--- src/rtl/mips16_pkg.sv ---
// Shared definitions for the MIPS16 sequential multiply/divide unit:
// op encodings, FSM state encoding and the iteration counter width.
package mips16_pkg;

   localparam int MULDIV_WIDTH = 16;
   localparam int MULDIV_CNT_W = $clog2(MULDIV_WIDTH) + 1;

   localparam logic MULDIV_MULTU = 1'b0;
   localparam logic MULDIV_DIVU  = 1'b1;

   typedef enum logic [1:0] {
      ST_IDLE = 2'd0,
      ST_RUN  = 2'd1,
      ST_DONE = 2'd2
   } muldiv_state_e;

endpackage

--- src/rtl/mips16_muldiv_step.sv ---
// One combinational iteration: shift-add for MULTU, restoring subtract-shift
// for DIVU. The divide path exists only when MIPS16_DIV_EN is defined.
module mips16_muldiv_step
   import mips16_pkg::*;
#(
   parameter int WIDTH = MULDIV_WIDTH
) (
   input  logic             op_i,
   input  logic [WIDTH:0]   upper_i,
   input  logic [WIDTH-1:0] lower_i,
   input  logic [WIDTH-1:0] operand_i,
   output logic [WIDTH:0]   upper_o,
   output logic [WIDTH-1:0] lower_o
);

   logic [WIDTH:0] sum;
`ifdef MIPS16_DIV_EN
   logic [WIDTH:0] rem_sh;
   logic [WIDTH:0] diff;
`else
   logic unused_op;
   assign unused_op = op_i;
`endif

   always_comb begin
      // Multiply: {upper, lower} shifts right; the multiplier drains out of lower.
      sum     = upper_i + (lower_i[0] ? {1'b0, operand_i} : '0);
      upper_o = {1'b0, sum[WIDTH:1]};
      lower_o = {sum[0], lower_i[WIDTH-1:1]};
`ifdef MIPS16_DIV_EN
      // Divide: remainder in upper, dividend shifts out of lower as quotient shifts in.
      rem_sh = {upper_i[WIDTH-1:0], lower_i[WIDTH-1]};
      diff   = rem_sh - {1'b0, operand_i};
      if (op_i == MULDIV_DIVU) begin
         if (diff[WIDTH]) begin
            upper_o = rem_sh;
            lower_o = {lower_i[WIDTH-2:0], 1'b0};
         end else begin
            upper_o = diff;
            lower_o = {lower_i[WIDTH-2:0], 1'b1};
         end
      end
`endif
   end

endmodule

--- src/rtl/mips16_muldiv_seq.sv ---
// Sequential MULTU/DIVU unit, one bit per RUN cycle, results in hi/lo.
// Divide support is built only when MIPS16_DIV_EN is defined.
module mips16_muldiv_seq
   import mips16_pkg::*;
#(
   parameter int WIDTH = MULDIV_WIDTH
) (
   input  logic             clock,
   input  logic             reset,
   input  logic             start,
   input  logic             op,
   input  logic [WIDTH-1:0] a,
   input  logic [WIDTH-1:0] b,
   output logic             instr_stall_sl,
   output logic             ready,
   output logic [WIDTH-1:0] hi,
   output logic [WIDTH-1:0] lo,
   output logic             div_zero
);

   muldiv_state_e           state_q, state_d;
   logic [MULDIV_CNT_W-1:0] cnt_q, cnt_d;
   logic                    op_q, op_d;
   logic [WIDTH-1:0]        opnd_q, opnd_d;
   logic [WIDTH:0]          upper_q, upper_d;
   logic [WIDTH-1:0]        lower_q, lower_d;
   logic [WIDTH-1:0]        hi_q, hi_d;
   logic [WIDTH-1:0]        lo_q, lo_d;
   logic                    dz_q, dz_d;
   logic [WIDTH:0]          step_upper;
   logic [WIDTH-1:0]        step_lower;

   mips16_muldiv_step #(.WIDTH(WIDTH)) u_step (
      .op_i      (op_q),
      .upper_i   (upper_q),
      .lower_i   (lower_q),
      .operand_i (opnd_q),
      .upper_o   (step_upper),
      .lower_o   (step_lower)
   );

   always_ff @(posedge clock or posedge reset) begin
      if (reset) state_q <= ST_IDLE;
      else       state_q <= state_d;
   end

   always_ff @(posedge clock or posedge reset) begin
      if (reset) begin
         cnt_q   <= '0;
         op_q    <= 1'b0;
         opnd_q  <= '0;
         upper_q <= '0;
         lower_q <= '0;
         hi_q    <= '0;
         lo_q    <= '0;
         dz_q    <= 1'b0;
      end else begin
         cnt_q   <= cnt_d;
         op_q    <= op_d;
         opnd_q  <= opnd_d;
         upper_q <= upper_d;
         lower_q <= lower_d;
         hi_q    <= hi_d;
         lo_q    <= lo_d;
         dz_q    <= dz_d;
      end
   end

   always_comb begin
      state_d        = state_q;
      cnt_d          = cnt_q;
      op_d           = op_q;
      opnd_d         = opnd_q;
      upper_d        = upper_q;
      lower_d        = lower_q;
      hi_d           = hi_q;
      lo_d           = lo_q;
      dz_d           = dz_q;
      instr_stall_sl = 1'b0;
      ready          = 1'b0;
      case (state_q)
         ST_IDLE: begin
            if (start) begin
               instr_stall_sl = 1'b1;
               op_d           = op;
               dz_d           = 1'b0;
               cnt_d          = '0;
               upper_d        = '0;
               if (op == MULDIV_MULTU) begin
                  state_d = ST_RUN;
                  opnd_d  = a;
                  lower_d = b;
               end else begin
`ifdef MIPS16_DIV_EN
                  if (b == '0) begin
                     state_d = ST_DONE;
                     hi_d    = a;
                     lo_d    = '1;
                     dz_d    = 1'b1;
                  end else begin
                     state_d = ST_RUN;
                     opnd_d  = b;
                     lower_d = a;
                  end
`else
                  state_d = ST_DONE;
                  dz_d    = 1'b1;
`endif
               end
            end
         end
         ST_RUN: begin
            instr_stall_sl = 1'b1;
            upper_d        = step_upper;
            lower_d        = step_lower;
            cnt_d          = cnt_q + 1'b1;
            // Both ops leave {hi, lo} in {upper[WIDTH-1:0], lower} after the last step.
            if (cnt_q == MULDIV_CNT_W'(WIDTH - 1)) begin
               state_d = ST_DONE;
               hi_d    = step_upper[WIDTH-1:0];
               lo_d    = step_lower;
            end
         end
         ST_DONE: begin
            ready   = 1'b1;
            state_d = ST_IDLE;
         end
         default: state_d = ST_IDLE;
      endcase
   end

   assign hi       = hi_q;
   assign lo       = lo_q;
   assign div_zero = dz_q;

endmodule

--- config.mk ---
export PLATFORM = sky130hd
export DESIGN_NAME = mips16_muldiv_seq
export DESIGN_NICKNAME = d
export VERILOG_FILES = /design/src/rtl/mips16_pkg.sv /design/src/rtl/mips16_muldiv_step.sv /design/src/rtl/mips16_muldiv_seq.sv
export SDC_FILE = /design/constraint.sdc
export NUM_CORES = 1
export LEC_CHECK = 0
export ABC_AREA = 1
export BUFFER_PORTS_ARGS = -buffer_cell sky130_fd_sc_hd__buf_2
export CAP_MARGIN = 40
export CORE_MARGIN = 4
export CORE_UTILIZATION = 49
export DETAILED_ROUTE_END_ITERATION = 6
export PLACE_DENSITY = 0.81
export SYNTH_ARGS = -nofsm -noshare
export SYNTH_HDL_FRONTEND = slang
export SYNTH_SLANG_ARGS = --single-unit
--- constraint.sdc ---
create_clock -name clock -period 2.86 [get_ports clock]
set_input_delay 0.572 -clock clock [delete_from_list [all_inputs] [get_ports clock]]
set_output_delay 0.572 -clock clock [all_outputs]
set_load 0.05 [all_outputs]
== Yosys cells after proc, flatten, opt, wreduce, memory -nomap -nowiden ==
Index checks and enable logic that the tools add are counted.

* Bits in registers: 89
* Latch bits: 0
* Memory bits (writable): 0
* Memory bits (read-only): 0
* Input bits: 36
* Output and inout bits: 35
* Memories kept: 0

* Add/subtract/negate cells: 2
* Multipliers: 0
* Div/mod/pow operators: 0
* $lt $le $gt $ge: 0
* Equality and inequality tests: 6
* Shift operators: 0
* Mux-type cells: 16
* Bitwise logic cells: 1
* Reductions and logical operators: 8

{| class="wikitable"
|+ Operators by type and width
! cell !! number
|-
| $mux W16 || 3
|-
| $pmux W17 S2 || 1
|-
| $pmux W16 S2 || 1
|-
| $add A17 B17 Y17 || 1
|-
| $mux W17 || 1
|-
| $pmux W5 S2 || 1
|-
| $reduce_and A2 Y1 || 4
|-
| $mux W2 || 3
|-
| $ne A2 B2 Y1 const B || 3
|-
| $reduce_and A3 Y1 || 2
|-
| $add A5 B1 Y5 const B || 1
|-
| $eq A5 B4 Y1 const B || 1
|-
| $mux W5 || 1
|-
| $pmux W2 S2 || 1
|-
| $mux W1 || 3
|-
| $eq A2 B1 Y1 const B || 1
|-
| $eq A2 B2 Y1 const B || 1
|-
| $logic_not A2 Y1 || 1
|-
| $pmux W1 S2 || 1
|-
| $reduce_bool A2 Y1 || 1
|-
| $not A1 Y1 || 1
|}

== Depth between registers and ports, before layout ==
* Depth in word-level cells: 3
* Gate-level depth with buffers: 15
* Mapped depth without buffers: 13

== Hierarchy ==
A second synthesis with hierarchy kept.

* Cells, all modules: 679
* Area total of the unflattened synthesis: 5041.1 um^2

{| class="wikitable"
|+ By module, submodules not included
! module !! instances !! cells each !! area each (um^2) !! sequential area each (um^2)
|-
| mips16_muldiv_seq || 1 || 432 || 3793.6 || 2227.1
|-
| mips16_muldiv_step || 1 || 247 || 1247.4 || 0.0
|}

== Worst setup path after synthesis ==
No wires, ideal clock.

* Path kind: register -> register
* Start point: register lower_q[0]
* End point: register hi_q[5], in the netlist hi[5]
* Library setup time: 0.118 ns
* Arrival: 2.044 ns
* Data required time: 2.742 ns
* Setup slack: 0.698 ns
* Cell stages (with the launch flop): 14
* Period minus slack after synthesis: 2.162 ns
* Cells stage by stage: dfrtp_1 > clkbuf_1 > clkbuf_1 > nand2_1 > inv_1 > ha_1 > fa_1 > nand2_1 > nand2_1 > nand3b_1 > nand2_1 > or2_2 > nand3_1 > nand2_1

* Cells in the longest elaborated chain, start to end: 2

{| class="wikitable"
|+ Ends and longest elaborated chain
! what !! line !! source
|-
| start, declared || mips16_muldiv_seq.sv:26 || <nowiki>logic [WIDTH-1:0] lower_q, lower_d;</nowiki>
|-
| start signal, assigned || mips16_muldiv_seq.sv:62 || <nowiki>lower_q <= lower_d;</nowiki>
|-
| $mux W16 || mips16_muldiv_step.sv:27 || <nowiki>sum = upper_i + (lower_i[0] ? {1'b0, operand_i} : '0);</nowiki>
|-
| $add A17 B17 Y17 || mips16_muldiv_step.sv:27 ||
|-
| end signal, assigned || mips16_muldiv_seq.sv:63 || <nowiki>hi_q <= hi_d;</nowiki>
|-
| end, declared || mips16_muldiv_seq.sv:27 || <nowiki>logic [WIDTH-1:0] hi_q, hi_d;</nowiki>
|}

Every way passes these cells.
A chain may end at the register's enable or synchronous reset.

== Final worst setup path ==
* Start point: register state_q[0]
* End point: output instr_stall_sl

* Cells in the longest elaborated chain, start to end: 2
* Elaborated cells on any way between the ends: 3
* Those cells by class: eq/ne (1); mux (1); reduce/logical (1)

{| class="wikitable"
|+ Ends and longest elaborated chain
! what !! line !! source
|-
| start, declared || mips16_muldiv_seq.sv:21 || <nowiki>muldiv_state_e state_q, state_d;</nowiki>
|-
| start signal, assigned || mips16_muldiv_seq.sv:44 || <nowiki>else state_q <= state_d;</nowiki>
|-
| $eq A2 B1 Y1 or $logic_not A2 Y1 (tied branches) || mips16_muldiv_seq.sv:81 || <nowiki>case (state_q)</nowiki>
|-
| $pmux W1 S2 * || mips16_muldiv_seq.sv:81 ||
|-
| end, declared || mips16_muldiv_seq.sv:14 || <nowiki>output logic instr_stall_sl,</nowiki>
|}

Mark *: on every way between the ends. The rest lies on a longest branch, timed or not.

==> impl_results.md <==
- Critical path arrival: 1.78 ns
- Main combinational cell family by area after synthesis: simple AND/OR/NAND/NOR gates
- Slew Limit Fails: 0
- Logic pwr share: 48.4%
- Starting density of the core: 50.2%
- Syn Area/Cell: 7.74 um^2
- Slowest CP cell: dfrtp_1
- Post-route ant nets: 0
- Total CTS buffers: 9
- Post-synthesis compound-gate area fraction: 8.97%
- Sequential fraction of the synthesis area: 47.7%
- Fin Clk Skew: 0.0139 ns
- Number of global-route vias before repair: 3784
- Diodes inserted: 0
- Synth Register Bits: 88
- I/O pin total: 71
- Net Sw Frac: 47.3%
- CTS tree: yes
- Simple-gate share of the synthesized area: 27.4%
- Fin crit share: 82.2%
- Nets: 715
- CP Capture Type: output pin
- Ratio of cells with drive above 1 in the final layout: 15.5%
- Met3 usage: 3.71%
- Mux cell area share after synthesis: 0%
- Die area: 11000 um^2
- Clock power share: 15.8%
- Worst path cell trace: nand2_2, inv_6, nor2_4, inv_2, buf_2
- FMAX: 0.425 GHz
- Clock Sinks: 88
- Post-Synth Adder-Cell Area: 5.31%
- WL final: 10400 um
- Gr usage total: 19.6%
- Xor and xnor area share after synthesis: 0.759%
- Fin util: 56.5%
- Crit start category: register
- Yosys warns: 0
- Switch Pwr: 2550 uW
- Met1 Track Usage GR: 28.1%
- Commonest non-fill, non-tap cells in the layout: nand2_1 (246), dfrtp_1 (88), inv_1 (75)
- Final setup fails: 0
- H-Tree Depth: 3
- Chip width: 105 um
- DRT iter0 DRCs: 194
- Synth top area cells: dfrtp_1 (48%), nand2_1 (20%), inv_1 (6.2%), ha_1 (4.9%), o21ai_0 (4.6%)
- Non-Filler Instances: 776
- Min-delay worst type: in -> async
- Drt drc: 0
- GPL Wtd Cong: 0.844
- Status: finished clean
- PD cells: 1040 nW/um^2
- Antenna violations before repair: 0
- Post-synth top area cell: dfrtp_1
- PostCTS Resize Cnt: 0
- VDD IR max: 0.331 mV
- GRT Max-Usage Layer: met2
- Post-Synthesis Cell Area: 4620 um^2
- Reg clk slew, reported paths: 0.10 ns
- Routed wire per std cell: 13.3 um
- Grt total ovfl: 0
- FILL cells: 860
- Crit path max fanout: 47
- Pin count of the biggest net entering global routing: 89
- Total internal power: 2840 uW
- Synth Net Count: 651
- Die Ht: 105 um
- Cts hold-fix bufs: 0
- Slew @ Worst Pin: 0.714 ns
- Pleak: 0.00306 uW
- Sequential Power Share: 35.8%
- Number of vias per cell: 5.10
- Share of Yosys cell area claimed by the top area cell type: 47.7%
- Router iterations before antenna repair: 6
- Crit Path Class: reg -> out
- Core Area: 9200 um^2
- Number of max-cap violations: 0
- Max clock buf depth: 2
- GRT met2 Usage: 29.9%
- Fin crit period: 2.35 ns
- Crit path largest cell delay: 0.44 ns
- RSZ-0062 raised after global routing: false
- CTS root buf: clkbuf_8
- First-pass GRT wire length: 17700 um
- Fin. Hold Viols: 0
- CP required: 2.29 ns
- HPWL Detailed: 7520 um
- Via count: 3959
- Max transition margin: 52.3%
- Most common cell after layout, fill and taps aside: nand2_1
- Distinct cell type count after synthesis: 34
- Port buffer count: 70
- Dpl cells: 760
- Gate Count Post-Synth: 596
- Site row count: 35
- Layout area overhead: 12.6%
- Setup TNS: 0 ns
- Post-CTS Setup Inserts: 0
- Skew-Pair Late Insertion Delay: 0.36 ns
-- area by class of cell --
| cell class | count | area [um^2] | area share [%] |
|---|---|---|---|
| clock inverter | 7 | 73.8 | 1.42 |
| timing repair buffer | 74 | 393 | 7.56 |
| clock buffer | 9 | 124 | 2.38 |
| multi-input combinational | 407 | 1960 | 37.7 |
| sequential | 88 | 2200 | 42.4 |
| inverter | 80 | 307 | 5.90 |
| tap | 111 | 139 | 2.67 |
-- Yosys cell counts --
cell	number
and2_1	1
o21ai_2	1
a22o_1	1
nor3_1	4
o21ai_0	42
or2_2	2
ha_1	18
o22ai_2	1
nand2_1	246
nand3b_1	4
buf_6	5
a31oi_1	1
o21ai_1	2
or2_1	3
o211ai_1	15
inv_2	3
xnor2_1	1
nand4_1	1
nand2_4	1
buf_12	1
fa_1	1
inv_1	76
nor2_4	1
buf_4	2
nor2_1	17
dfrtp_1	88
nand3_1	30
clkbuf_1	7
nor2_2	1
xor2_1	3
buf_2	6
nand2_2	1
a21oi_1	9
inv_6	1
-- worst paths after layout --
| kind | start | endpoint | slack (ns) | cells past startpoint |
|---|---|---|---|---|
| min | reset | hi[10]$_DFFE_PP0P_ | 0.29 | 3 |
| max reg2reg | lower_q[0]$_DFFE_PP0P_ | upper_q[7]$_DFFE_PP0P_ | 0.62 | 12 |
| min in group clock | a[3] | opnd_q[3]$_DFFE_PP0P_ | 0.40 | 3 |
| max in group asynchronous | reset | hi[7]$_DFFE_PP0P_ | 2.20 | 3 |
| min reg2reg | hi[10]$_DFFE_PP0P_ | hi[10]$_DFFE_PP0P_ | 0.48 | 2 |
| max | state_q[0]$_DFFE_PP0P_ | instr_stall_sl | 0.51 | 5 |
-- critical path: cells and delay by family (launching register included) --
family	cells	cell delay, ns
buffers and inverters	3	0.69
DFF	1	0.44
and+or+nand+nor	2	0.28
-- logic make-up (layout without fill, tap and decap cells) --
logic type,count (synthesis),count (layout)
adders and majority gates,19,19
xor gates and xnor gates,4,4
and+or+nand+nor,312,312
DFF,88,88
buffers and inverters,101,170
AOI/OAI and AO/OA,72,72
-- power by group through the flow --
stage                     logic (uW)  registers (uW)  clock network, uW
final                           2610            1930                850
after global routing            2960            1980                925
after CTS                       2600            1930                871
after detailed placement        2590            1950                  0
after global placement          2500            1940                  0
after floorplan                 1900            2120                  0
-- per-layer routing --
layer  routed length [um]  share of wire [%]  vias to the layer above
met1                 4840                 47                     1821
met3                  585                5.6                       20
li1                     -                  -                     1986
met4                  178                1.7                        0
met5                    0                  0                        -
met2                 4760                 46                      132
-- sequential cells by signal (all words and copies together), names as in the netlist --
register,cells
cnt_q,5
lower_q,16
opnd_q,16
div_zero,1
upper_q,16
lo,16
state_q,2
hi,16
-- through the flow --
stage | worst slack [ns] | hold slack [ns] | instance area (um^2) | total power, uW
2_1_floorplan | 0.00945 | 0.442 | 4620 | 4020
3_3_place_gp | 0.722 | 0.459 | 5000 | 4440
3_5_place_dp | 0.644 | 0.462 | 5000 | 4530
4_1_cts | 0.481 | 0.299 | 5200 | 5400
5_1_grt | 0.382 | 0.322 | 5200 | 5870
6_report | 0.509 | 0.287 | 5200 | 5390
Note: power is estimated with default switching activity, not from simulation.
